===== src/rtl/calc_entry_ctrl.sv =====
`default_nettype none
// ============================================================================
// Module   : calc_entry_ctrl
// Brief    : Keypad calculator entry controller. Keys build operand A and
//            operand B and select an operator. The built-in ALU then produces
//            the result and a registered overflow flag for the display.
//            Define CALC_ENTRY_SAT_EN to saturate ADD/SUB results on overflow.
// Revision : 1.0 - initial release
// ============================================================================
module calc_entry_ctrl #(
  parameter int         WIDTH     = 16,
  parameter logic [4:0] ENTER_KEY = 5'h13,
  parameter logic [4:0] CLR_KEY   = 5'h16,
  parameter logic [4:0] BKSP_KEY  = 5'h17
) (
  input  logic             clk,
  input  logic             rst,
  input  logic [4:0]       key,
  input  logic             key_valid,
  output logic [WIDTH-1:0] display,
  output logic [WIDTH-1:0] op_a,
  output logic [WIDTH-1:0] op_b,
  output logic [2:0]       op_sel,
  output logic             result_valid,
  output logic             overflow,
  output logic [2:0]       state_dbg
);

  localparam logic [2:0] c_ST_ENTRY_A  = 3'd0;
  localparam logic [2:0] c_ST_ENTRY_B  = 3'd1;
  localparam logic [2:0] c_ST_ENTRY_OP = 3'd2;
  localparam logic [2:0] c_ST_COMPUTE  = 3'd3;
  localparam logic [2:0] c_ST_SHOW     = 3'd4;

  localparam logic [2:0] c_OP_ADD = 3'b000;
  localparam logic [2:0] c_OP_SUB = 3'b001;
  localparam logic [2:0] c_OP_AND = 3'b010;
  localparam logic [2:0] c_OP_OR  = 3'b100;
  localparam logic [2:0] c_OP_XOR = 3'b101;

  logic [2:0]       state_q, state_d;
  logic [WIDTH-1:0] display_q, display_d;
  logic [WIDTH-1:0] op_a_q, op_a_d;
  logic [WIDTH-1:0] op_b_q, op_b_d;
  logic [2:0]       op_sel_q, op_sel_d;
  logic             overflow_q, overflow_d;
  logic             result_valid_q;

  logic [WIDTH:0]   w_sum;
  logic [WIDTH:0]   w_diff;
  logic [WIDTH-1:0] w_alu_res;
  logic [WIDTH-1:0] w_alu_disp;
  logic             w_alu_ovf;
  logic             w_is_digit;
  logic             w_entry_full;
  logic             w_is_op_key;

  // One extra bit captures carry-out on ADD and borrow on SUB.
  assign w_sum        = {1'b0, op_a_q} + {1'b0, op_b_q};
  assign w_diff       = {1'b0, op_a_q} - {1'b0, op_b_q};
  assign w_is_digit   = ~key[4];
  assign w_entry_full = (display_q[WIDTH-1 -: 4] != 4'h0);

  always_comb begin
    w_is_op_key = 1'b0;
    case (key)
      5'h10, 5'h11, 5'h12, 5'h14, 5'h15: w_is_op_key = 1'b1;
      default:                           w_is_op_key = 1'b0;
    endcase
  end

  always_comb begin
    w_alu_res = '0;
    w_alu_ovf = 1'b0;
    case (op_sel_q)
      c_OP_ADD: begin
        w_alu_res = w_sum[WIDTH-1:0];
        w_alu_ovf = w_sum[WIDTH];
      end
      c_OP_SUB: begin
        w_alu_res = w_diff[WIDTH-1:0];
        w_alu_ovf = w_diff[WIDTH];
      end
      c_OP_AND: w_alu_res = op_a_q & op_b_q;
      c_OP_OR:  w_alu_res = op_a_q | op_b_q;
      c_OP_XOR: w_alu_res = op_a_q ^ op_b_q;
      default:  w_alu_res = '0;
    endcase
  end

`ifdef CALC_ENTRY_SAT_EN
  // Only ADD and SUB can raise overflow, so SUB clamps low and ADD clamps high.
  always_comb begin
    w_alu_disp = w_alu_res;
    if (w_alu_ovf) begin
      w_alu_disp = (op_sel_q == c_OP_SUB) ? '0 : '1;
    end
  end
`else
  assign w_alu_disp = w_alu_res;
`endif

  always_comb begin
    state_d    = state_q;
    display_d  = display_q;
    op_a_d     = op_a_q;
    op_b_d     = op_b_q;
    op_sel_d   = op_sel_q;
    overflow_d = overflow_q;
    case (state_q)
      c_ST_ENTRY_A, c_ST_ENTRY_B: begin
        if (key_valid) begin
          if (w_is_digit) begin
            if (!w_entry_full) begin
              display_d = {display_q[WIDTH-5:0], key[3:0]};
            end
          end else if (key == ENTER_KEY) begin
            display_d = '0;
            if (state_q == c_ST_ENTRY_A) begin
              op_a_d  = display_q;
              state_d = c_ST_ENTRY_B;
            end else begin
              op_b_d  = display_q;
              state_d = c_ST_ENTRY_OP;
            end
          end else if (key == CLR_KEY) begin
            display_d = '0;
          end else if (key == BKSP_KEY) begin
            display_d = display_q >> 4;
          end
        end
      end
      c_ST_ENTRY_OP: begin
        if (key_valid) begin
          if (w_is_op_key) begin
            op_sel_d  = key[2:0];
            display_d = {{(WIDTH-3){1'b0}}, key[2:0]};
          end else if (key == ENTER_KEY) begin
            state_d = c_ST_COMPUTE;
          end
        end
      end
      c_ST_COMPUTE: begin
        display_d  = w_alu_disp;
        overflow_d = w_alu_ovf;
        state_d    = c_ST_SHOW;
      end
      c_ST_SHOW: begin
        if (key_valid) begin
          if (w_is_digit) begin
            display_d  = {{(WIDTH-4){1'b0}}, key[3:0]};
            overflow_d = 1'b0;
            state_d    = c_ST_ENTRY_A;
          end else if (key == ENTER_KEY) begin
            op_a_d     = display_q;
            display_d  = '0;
            overflow_d = 1'b0;
            state_d    = c_ST_ENTRY_B;
          end else if (key == CLR_KEY) begin
            display_d  = '0;
            overflow_d = 1'b0;
            state_d    = c_ST_ENTRY_A;
          end
        end
      end
      default: state_d = c_ST_ENTRY_A;
    endcase
  end

  always_ff @(posedge clk or posedge rst) begin
    if (rst) begin
      state_q        <= c_ST_ENTRY_A;
      display_q      <= '0;
      op_a_q         <= '0;
      op_b_q         <= '0;
      op_sel_q       <= c_OP_ADD;
      overflow_q     <= 1'b0;
      result_valid_q <= 1'b0;
    end else begin
      state_q        <= state_d;
      display_q      <= display_d;
      op_a_q         <= op_a_d;
      op_b_q         <= op_b_d;
      op_sel_q       <= op_sel_d;
      overflow_q     <= overflow_d;
      result_valid_q <= (state_d == c_ST_SHOW);
    end
  end

  assign display      = display_q;
  assign op_a         = op_a_q;
  assign op_b         = op_b_q;
  assign op_sel       = op_sel_q;
  assign overflow     = overflow_q;
  assign result_valid = result_valid_q;
  assign state_dbg    = state_q;

endmodule
`default_nettype wire

===== config.mk =====
export PLATFORM = sky130hd
export DESIGN_NAME = calc_entry_ctrl
export DESIGN_NICKNAME = d
export VERILOG_FILES = /design/src/rtl/calc_entry_ctrl.sv
export SDC_FILE = /design/constraint.sdc
export NUM_CORES = 1
export LEC_CHECK = 0
export ABC_AREA = 1
export CORE_MARGIN = 3
export CORE_UTILIZATION = 30
export CTS_BUF_LIST = sky130_fd_sc_hd__clkbuf_4 sky130_fd_sc_hd__clkbuf_8
export CTS_CLUSTER_DIAMETER = 60
export DETAILED_ROUTE_END_ITERATION = 10
export PLACE_DENSITY_LB_ADDON = 0.15
export SYNTH_ARGS = -nofsm -noshare
export SYNTH_HDL_FRONTEND = slang
export SYNTH_SLANG_ARGS = --single-unit

===== constraint.sdc =====
create_clock -name clk -period 4.28 [get_ports clk]
set_input_delay 0.856 -clock clk [delete_from_list [all_inputs] [get_ports clk]]
set_output_delay 0.856 -clock clk [all_outputs]
set_load 0.01 [all_outputs]

==> results of run 1 <==
[kinds of logic (layout without fill, tap and decap cells)]
| group | after synthesis | in the layout |
|---|---|---|
| simple gates | 409 | 409 |
| buf+inv | 178 | 226 |
| compound gates | 138 | 138 |
| flops | 56 | 56 |
| fa+ha+maj | 53 | 53 |
| xor+xnor | 1 | 1 |
[routing by layer]
metal  routed length [um]  GRT usage [%]  vias to the layer above
li1                     -              -                     2726
met4                  233           3.80                        0
met3                  767           1.59                       18
met2                 7700           28.8                      150
met1                 9040           27.4                     2461
met5                    0              0                        -
[sequential cells by signal, indices dropped and copies added, names as in the netlist]
register and count:
display 16, op_a 16, op_b 16, op_sel 3, overflow 1, result_valid 1
state_dbg 3
[worst register-to-register path, delay by kind of cell, from the launching register on]
family	cells	cell delay (ps)
buf+inv	1	90
compound gates	4	910
simple gates	3	530
flops	1	580
fa+ha+maj	1	360
[power by group]
group          switching [uW]  total, uW  leakage (uW)  internal (uW)
logic                    1380       2270       0.00234            890
registers                 288        984      0.000714            697
clock network             180        361     0.0000586            181
[placed cells by master, fill, tap and decap left out, drive strengths merged, types with 3 or more instances in the layout]
cell | Yosys | final
o22ai | 15 | 15
nand3 | 69 | 69
nand2 | 248 | 248
nand4 | 6 | 6
clkbuf | 12 | 6
o21bai | 3 | 3
nor2 | 71 | 71
clkdlybuf4s50 | 0 | 63
inv | 153 | 153
a21oi | 46 | 46
dfrtp | 56 | 56
o21ai | 61 | 61
ha | 51 | 51
a221oi | 3 | 3
nor3 | 9 | 9
o211ai | 4 | 4
[layout make-up]
class	count	area [sq um]	area share (%)
flip-flops and latches	56	1400	22.8
clock buffers	6	76.3	1.24
clock inverters	2	35.0	0.569
inverters	153	574	9.33
multi-input cells	601	3140	51.1
repair buffers	65	646	10.5
well taps	220	275	4.47
[per-stage QoR]
step / power [uW] / cell area [sq um] / hold WS, ps / setup WS, ps
6_report: 3620 / 6150 / 506 / 1020
5_1_grt: 3970 / 6150 / 545 / 747
4_1_cts: 3620 / 6150 / 523 / 1000
3_5_place_dp: 3250 / 6040 / 493 / 684
3_3_place_gp: 3260 / 6040 / 488 / 722
2_1_floorplan: 2360 / 5260 / 512 / 2050
[final timing paths]
path | cells after the start | slack [ps] | endpoint | from
hold reg to reg | 2 | 510 | overflow$_DFFE_PP0P_ | overflow$_DFFE_PP0P_
hold / removal | 2 | 510 | overflow$_DFFE_PP0P_ | overflow$_DFFE_PP0P_
min in group asynchronous | 2 | 1060 | op_b[14]$_DFFE_PP0P_ | rst
setup reg to reg | 9 | 1760 | display[7]$_DFFE_PP0P_ | op_a[1]$_DFFE_PP0P_
max in group asynchronous | 3 | 2490 | op_a[5]$_DFFE_PP0P_ | rst
setup / recovery | 9 | 1020 | display[15]$_DFFE_PP0P_ | key[4]
==> flow_summary_export.csv, run 1 <==
group,metric,value,unit
status,status,"complete, no violations",
yosys,synth_adder_area_share,12.9,%
worst_setup_path,crit_path_top_delay_cell,"clkdlybuf4s50_1",
job,maxCapViolations,0,
yosys,synth_xor_area_share,0.166,%
yosys,postSynthAreaPerCell,6.30,sq um
layout,area_growth,16.9,%
yosys,syn_area,0.00526,sq mm
sta,rsz0062_at_grt,"no",
sta,tightestPinTransition,941,ps
sta,tns,0,ps
worst_setup_path,cp_num_buf_inv,3,
cts,cts_made_buffers,5,
worst_setup_path,end_kind,"register",
sta,fmax,0.307,GHz
worst_setup_path,critPathLaunchType,"input port",
power,leakagePower,0.00311,uW
worst_setup_path,crit_family,"buffers and inverters",
yosys,synth-simple-area-share,32.0,%
drt,dr.first_iter.drc_count,383,
yosys,synth-seq-cells,56,
drt,route.detailed.drc,0,
yosys,netlist_top_cells_area,"dfrtp_1, nand2_1, ha_1",
sta,min_period_over_period,76.2,%
placed_design,gp_congestion,0.931,
floorplan,start_util,31.2,%
floorplan,die_area,0.0192,sq mm
yosys,yosys-top-cells-count,"nand2_1, inv_1, nand3_1",
sta,setup_viol,0,
sta,drv_slew,0,
worst_setup_path,cp_data_arrival_time,3470,ps
global_routing,antenna_found_initial,0,
cts,cts-hold-fix-buffers,0,
yosys,synth_edf_count,0,
worst_setup_path,cp.required,4490,ps
floorplan,rows,47,
cts,post_cts_resized,0,
floorplan,die_h,138,um
yosys,synth_cell_types,34,
floorplan,die_w,138,um
worst_setup_path,path_common_cell,"nor2_2",
drt,final_antenna_net_count,0,
global_routing,grt_max_degree,46,
yosys,synth_top_family_by_area,"simple AND/OR/NAND/NOR gates",
yosys,yosysTopAreaCell,"dfrtp_1",
worst_setup_path,worstPathMaxFanout,20,
layout,stdcell_count,1103,
cts,cts_tree,"built",
power,p_per_area,588,mW/mm^2
worst_setup_path,path_class,"in2reg",
drt,via_per_inst,4.85,
yosys,synth_mux_area_share,0,%
floorplan,coreArea,0.0169,sq mm
layout,antennaDiodeCount,0,
sta,max_slew_margin,37.1,%
placed_design,dp_hpwl,14200,um
worst_setup_path,critPathMaxStageDelay,630,ps
yosys,synth_flop_cell,"dfrtp_1",
yosys,async_flop_share,100,%
placed_design,numPortBuffers,63,
sta,hold_viol_final,0,
cts,clock_sinks,56,
sta,finalCriticalPeriod,3260,ps
layout,utilization,36.5,%
power,ir_drop,0.000290,V
cts,clk_latency,320,ps
sta,clock_skew,15.9,ps
yosys,syn_inst,835,
worst_setup_path,path_cells,"clkdlybuf4s50_1 -> inv_1 -> nor2_2 -> nand3_1 -> nand4_1 -> nor2_2 -> inv_2 -> nor2_1 -> a21oi_2",
cts,cts-htree-levels,2,
min_path,min_path_type,"reg2reg",
global_routing,grt_pass1_vias,5154,
yosys,synth_compound_gate_area_share,14.7,%
drt,vias,5355,
cts,cts.root.buffer_cell,"clkbuf_8",
yosys,yosys_warnings,0,
placed_design,place_inst,1095,
layout,final_nets,943,
drt,firstDrtPassIters,5,
global_routing,grt_pass1_wl,28600,um
yosys,ys_seq_area_share,26.6,%
yosys,synth_nets,896,
global_routing,grt.overflow.total,0,
floorplan,boundaryPins,64,
cts,cts_buffer_depth,2,
drt,wire_per_inst,16.1,um
layout,fillers,1842,
global_routing,grtUsageTotal,18.3,%
drt,drt-total-wl,17700,um
yosys,synth_most_common_cell,"nand2_1",
cts,cts_setup_buffers,0,
cts,path_clk_slew,100,ps
layout,drive_above_1_share,2.83,%
yosys,synth_top_area_share,26.6,%
Note: power is estimated with default switching activity, not from simulation.
==> run 2: changes to the inputs <==
clock period = 3.3 ns   (was 4.28 ns; I/O delays follow)
==> flow_summary_export.csv, run 2 (synthesis results as in run 1) <==
group,metric,value,unit
floorplan,rows,47,
cts,cts_tree,"built",
layout,multi_input_area,0.00314,sq mm
floorplan,die_area,0.0192,sq mm
min_path,holdPathEnd,"overflow$_DFFE_PP0P_",
worst_setup_path,reg2reg_depth,7,
drt,firstDrtPassIters,5,
min_path,hp-start,"overflow$_DFFE_PP0P_",
min_path,min_path_type,"reg2reg",
sta,hold_viol_final,0,
power,p_sw,2410,uW
sta,min_period_over_period,77.2,%
drt,final_antenna_net_count,0,
worst_setup_path,rr_endpoint,"display[13]$_DFFE_PP0P_",
layout,final_nets,951,
worst_setup_path,end_kind,"register",
worst_setup_path,critPathLaunchType,"input port",
drt,via_per_inst,4.93,
sta,finalCriticalPeriod,2550,ps
cts,cts-htree-levels,2,
worst_setup_path,cp_data_arrival_time,2760,ps
sta,fin_hold_ws,513,ps
global_routing,grt.overflow.total,0,
cts,cts.root.buffer_cell,"clkbuf_8",
floorplan,die_w,138,um
layout,antennaDiodeCount,0,
sta,drv_slew,0,
sta,tightestPinTransition,702,ps
worst_setup_path,r2r_slack,860,ps
floorplan,coreArea,0.0169,sq mm
sta,fmax,0.393,GHz
layout,utilization,36.7,%
worst_setup_path,cp.required,3510,ps
global_routing,antenna_found_initial,0,
sta,clock_skew,8.34,ps
worst_setup_path,regToRegStartpoint,"op_sel[2]$_DFFE_PP0P_",
power,p_int,2240,uW
sta,setup_viol,0,
worst_setup_path,worstPathMaxFanout,13,
sta,tns,0,ps
layout,final_cell_mix,"nand2_1, inv_1, nand3_1, nor2_1, clkdlybuf4s50_1",
power,p_sw_share,51.9,%
cts,post_cts_resized,0,
global_routing,grt_pass1_vias,5320,
placed_design,gp_congestion,0.868,
cts,cts_setup_buffers,0,
layout,final_common_cell,"nand2_1",
cts,clock_sinks,56,
sta,max_slew_margin,53.1,%
global_routing,grt_max_degree,29,
placed_design,pre_cts_ws,418,ps
drt,drt-total-wl,18300,um
layout,area_growth,17.7,%
power,ir_drop,0.000333,V
sta,setup_ws,752,ps
placed_design,dp_hpwl,14600,um
floorplan,boundaryPins,64,
worst_setup_path,path_class,"in2reg",
global_routing,grtUsageTotal,18.8,%
power,pwr-share-clk,8.9,%
placed_design,numPortBuffers,63,
power,p_seq_share,27.7,%
power,leakagePower,0.00314,uW
drt,dr.first_iter.drc_count,407,
cts,cts_made_buffers,5,
status,status,"complete, no violations",
drt,vias,5473,
layout,fillers,1849,
floorplan,die_h,138,um
cts,path_clk_slew,100,ps
layout,seqCellArea,0.00140,sq mm
job,maxCapViolations,0,
floorplan,start_util,31.2,%
cts,cts-hold-fix-buffers,0,
cts,cts_buffer_depth,2,
sta,rsz0062_at_grt,"no",
global_routing,grt_pass1_wl,29300,um
cts,clk_latency,320,ps
power,p_comb_share,63.4,%
drt,wire_per_inst,16.5,um
power,p_per_area,751,mW/mm^2
drt,route.detailed.drc,0,
layout,drive_above_1_share,3.70,%
min_path,hold_depth,2,
==> run 2: changes by cell type in the layout (fill, tap and decap cells not counted) <==
cell,before,now
buf_4,2,10
clkbuf_4,1,0
inv_6,0,1
bufinv_16,1,0
clkbuf_8,5,6
==> run 2: worst max path at each step <==
| stage | slack (ps) | endpoint | depth (start not counted) | from |
|---|---|---|---|---|
| floorplan | 1270 | display[0]$_DFFE_PP0P_ | 1 | rst |
| global placement | 460 | display[7]$_DFFE_PP0P_ | 10 | key[1] |
| detailed placement | 420 | display[15]$_DFFE_PP0P_ | 10 | key[0] |
| CTS | 760 | display[5]$_DFFE_PP0P_ | 10 | key[0] |
| global route | 520 | display[8]$_DFFE_PP0P_ | 10 | key[1] |
| finish | 750 | display[5]$_DFFE_PP0P_ | 10 | key[0] |
==> run 2: metrics by stage <==
| step | std cells | cell area [sq um] | total power [uW] |
|---|---|---|---|
| global route | 1111 | 6200 | 5130 |
| floorplan | 835 | 5260 | 3060 |
| global placement | 1103 | 6100 | 4250 |
| finish | 1111 | 6200 | 4650 |
| detailed placement | 1103 | 6100 | 4240 |
| CTS | 1111 | 6200 | 4670 |
==> run 2: final cells by class <==
| class | instances | share of cell area [%] |
|---|---|---|
| multi-input combinational | 601 | 50.7 |
| sequential | 56 | 22.6 |
| timing repair buffer | 73 | 11.4 |
| inverter | 153 | 9.27 |
| tap | 220 | 4.44 |
| clock buffer | 6 | 1.33 |
| clock inverter | 2 | 0.222 |
==> run 2: routing by layer <==
layer | track usage, % | wire (um)
met1 | 27.2 | 8920
met2 | 30.8 | 8230
met3 | 1.38 | 923
met4 | 4.21 | 233
met5 | 0 | 0
==> run 2: worst max-delay path: stages <==
cell             delay (ps)
clkdlybuf4s50_1         550
nand2_1                  80
nor3_2                  220
nor2_2                  150
nand3_1                 160
nand4_1                 120
nor2_2                  360
inv_2                   210
nor2_1                  170
a21oi_2                  70
==> run 2: power groups by stage <==
stage / Clock [uW] / Sequential, uW / Combinational [uW]
floorplan: 0 / 1250 / 1820
global placement: 0 / 1310 / 2940
detailed placement: 0 / 1300 / 2940
CTS: 427 / 1290 / 2950
global route: 448 / 1330 / 3360
finish: 413 / 1290 / 2950
==> run 3: changes to the inputs <==
clock period = 2.57 ns   (was 3.3 ns; I/O delays follow)
==> flow_summary_export.csv, run 3 (synthesis results as in run 1) <==
group,metric,value,unit
placed_design,dp_hpwl,14900,um
min_path,min_path_type,"in2async",
global_routing,met1_usage,28.9,%
layout,area_growth,21.6,%
layout,drive_above_1_share,6.34,%
floorplan,rows,47,
placed_design,numPortBuffers,63,
worst_setup_path,worstPathMaxFanout,4,
cts,cts-hold-fix-buffers,0,
layout,seqCellArea,0.00140,sq mm
cts,cts-htree-levels,2,
sta,drv_slew,0,
floorplan,boundaryPins,64,
cts,cts_made_buffers,5,
sta,fin_hold_ws,480,ps
power,p_int,3010,uW
global_routing,grt_max_degree,42,
global_routing,grt_pass1_wl,30000,um
global_routing,antenna_found_initial,0,
worst_setup_path,path_class,"reg2reg",
cts,post_cts_resized,0,
drt,vias,5494,
power,pwr-share-clk,8.8,%
global_routing,busiest_layer,"met2",
layout,fillers,1872,
placed_design,gp_congestion,0.924,
global_routing,met3_usage,2.49,%
floorplan,die_area,0.0192,sq mm
cts,clock_sinks,56,
worst_setup_path,critPathLaunchType,"register",
placed_design,place_inst,1128,
global_routing,grt_pass1_vias,5292,
sta,setup_viol,0,
floorplan,coreArea,0.0169,sq mm
cts,path_clk_slew,110,ps
layout,stdcell_count,1135,
cts,cts_buffer_depth,2,
floorplan,die_w,138,um
power,p_comb_share,66.3,%
power,p_seq_share,24.9,%
status,status,"complete, no violations",
layout,multi_input_area,0.00315,sq mm
worst_setup_path,reg2reg_depth,11,
global_routing,grtUsageTotal,19.3,%
global_routing,grt.overflow.total,0,
sta,fmax,0.432,GHz
sta,rsz0062_at_grt,"no",
sta,tightestPinTransition,584,ps
drt,drt-total-wl,18400,um
layout,final_nets,976,
layout,final_common_cell,"nand2_1",
cts,cts_tree,"built",
sta,max_slew_margin,61.0,%
sta,hold_viol_final,0,
cts,cts_setup_buffers,0,
floorplan,start_util,31.2,%
power,ir_drop,0.000585,V
layout,final_cell_mix,"nand2_1, inv_1, nand3_1, nor2_1, clkdlybuf4s50_1",
power,leakagePower,0.00327,uW
drt,wire_per_inst,16.2,um
sta,finalCriticalPeriod,2310,ps
layout,antennaDiodeCount,0,
floorplan,die_h,138,um
drt,final_antenna_net_count,0,
layout,utilization,37.9,%
worst_setup_path,r2r_slack,260,ps
sta,clock_skew,13.4,ps
cts,clk_latency,320,ps
power,p_per_area,960,mW/mm^2
job,maxCapViolations,0,
drt,via_per_inst,4.84,
power,p_sw_share,51.1,%
drt,firstDrtPassIters,5,
worst_setup_path,end_kind,"register",
worst_setup_path,cp.required,2820,ps
power,p_sw,3140,uW
cts,cts.root.buffer_cell,"clkbuf_8",
global_routing,grtUsageMet2,29.3,%
drt,dr.first_iter.drc_count,485,
sta,tns,0,ps
sta,min_period_over_period,90.0,%
worst_setup_path,cp_data_arrival_time,2560,ps
drt,route.detailed.drc,0,
==> run 3: worst max-delay path, stage by stage (launching register included) <==
cell,delay [ps]
dfrtp_1,420
inv_1,130
ha_1,300
nand2_1,90
nand3_1,150
nand3_1,130
nand2_1,120
o21ai_0,180
a21oi_1,70
o21ai_0,390
nand2_1,130
a21oi_2,130
==> run 3: layout make-up <==
cell class	instances	area share [%]
repair buffers	98	14.1
inverters	153	8.97
well taps	220	4.30
multi-input cells	601	49.2
flip-flops and latches	56	21.9
clock buffers	7	1.50
==> run 3: power groups by stage <==
stage	registers, uW	logic (uW)	clock network [uW]
5_1_grt	1570	4610	601
3_3_place_gp	1560	4060	0
3_5_place_dp	1530	4040	0
6_report	1530	4070	543
4_1_cts	1530	4060	557
2_1_floorplan	1600	2330	0
==> run 3: worst paths after layout <==
check                                    endpoint                 start
min                          op_b[15]$_DFFE_PP0P_                   rst
max in group asynchronous     op_b[8]$_DFFE_PP0P_                   rst
max                        display[7]$_DFFE_PP0P_   op_b[1]$_DFFE_PP0P_
min in group clk             overflow$_DFFE_PP0P_  overflow$_DFFE_PP0P_
min reg2reg                  overflow$_DFFE_PP0P_  overflow$_DFFE_PP0P_
max reg2reg                display[7]$_DFFE_PP0P_   op_b[1]$_DFFE_PP0P_
==> run 3: through the flow <==
step | power (uW) | setup WS (ps) | cell area [sq um]
CTS | 6140 | 273 | 6400
detailed placement | 5570 | 213 | 6300
global placement | 5610 | 259 | 6300
global route | 6780 | 37.4 | 6400
finish | 6150 | 258 | 6400
floorplan | 3940 | 672 | 5260
==> run 3: metal layers <==
layer | vias to the layer above | wire length, um | part of all wire [%]
li1 | 2795 | - | -
met1 | 2553 | 9330 | 51
met2 | 129 | 7940 | 43
met3 | 17 | 837 | 4.5
met4 | 0 | 318 | 1.7
met5 | - | 0 | 0
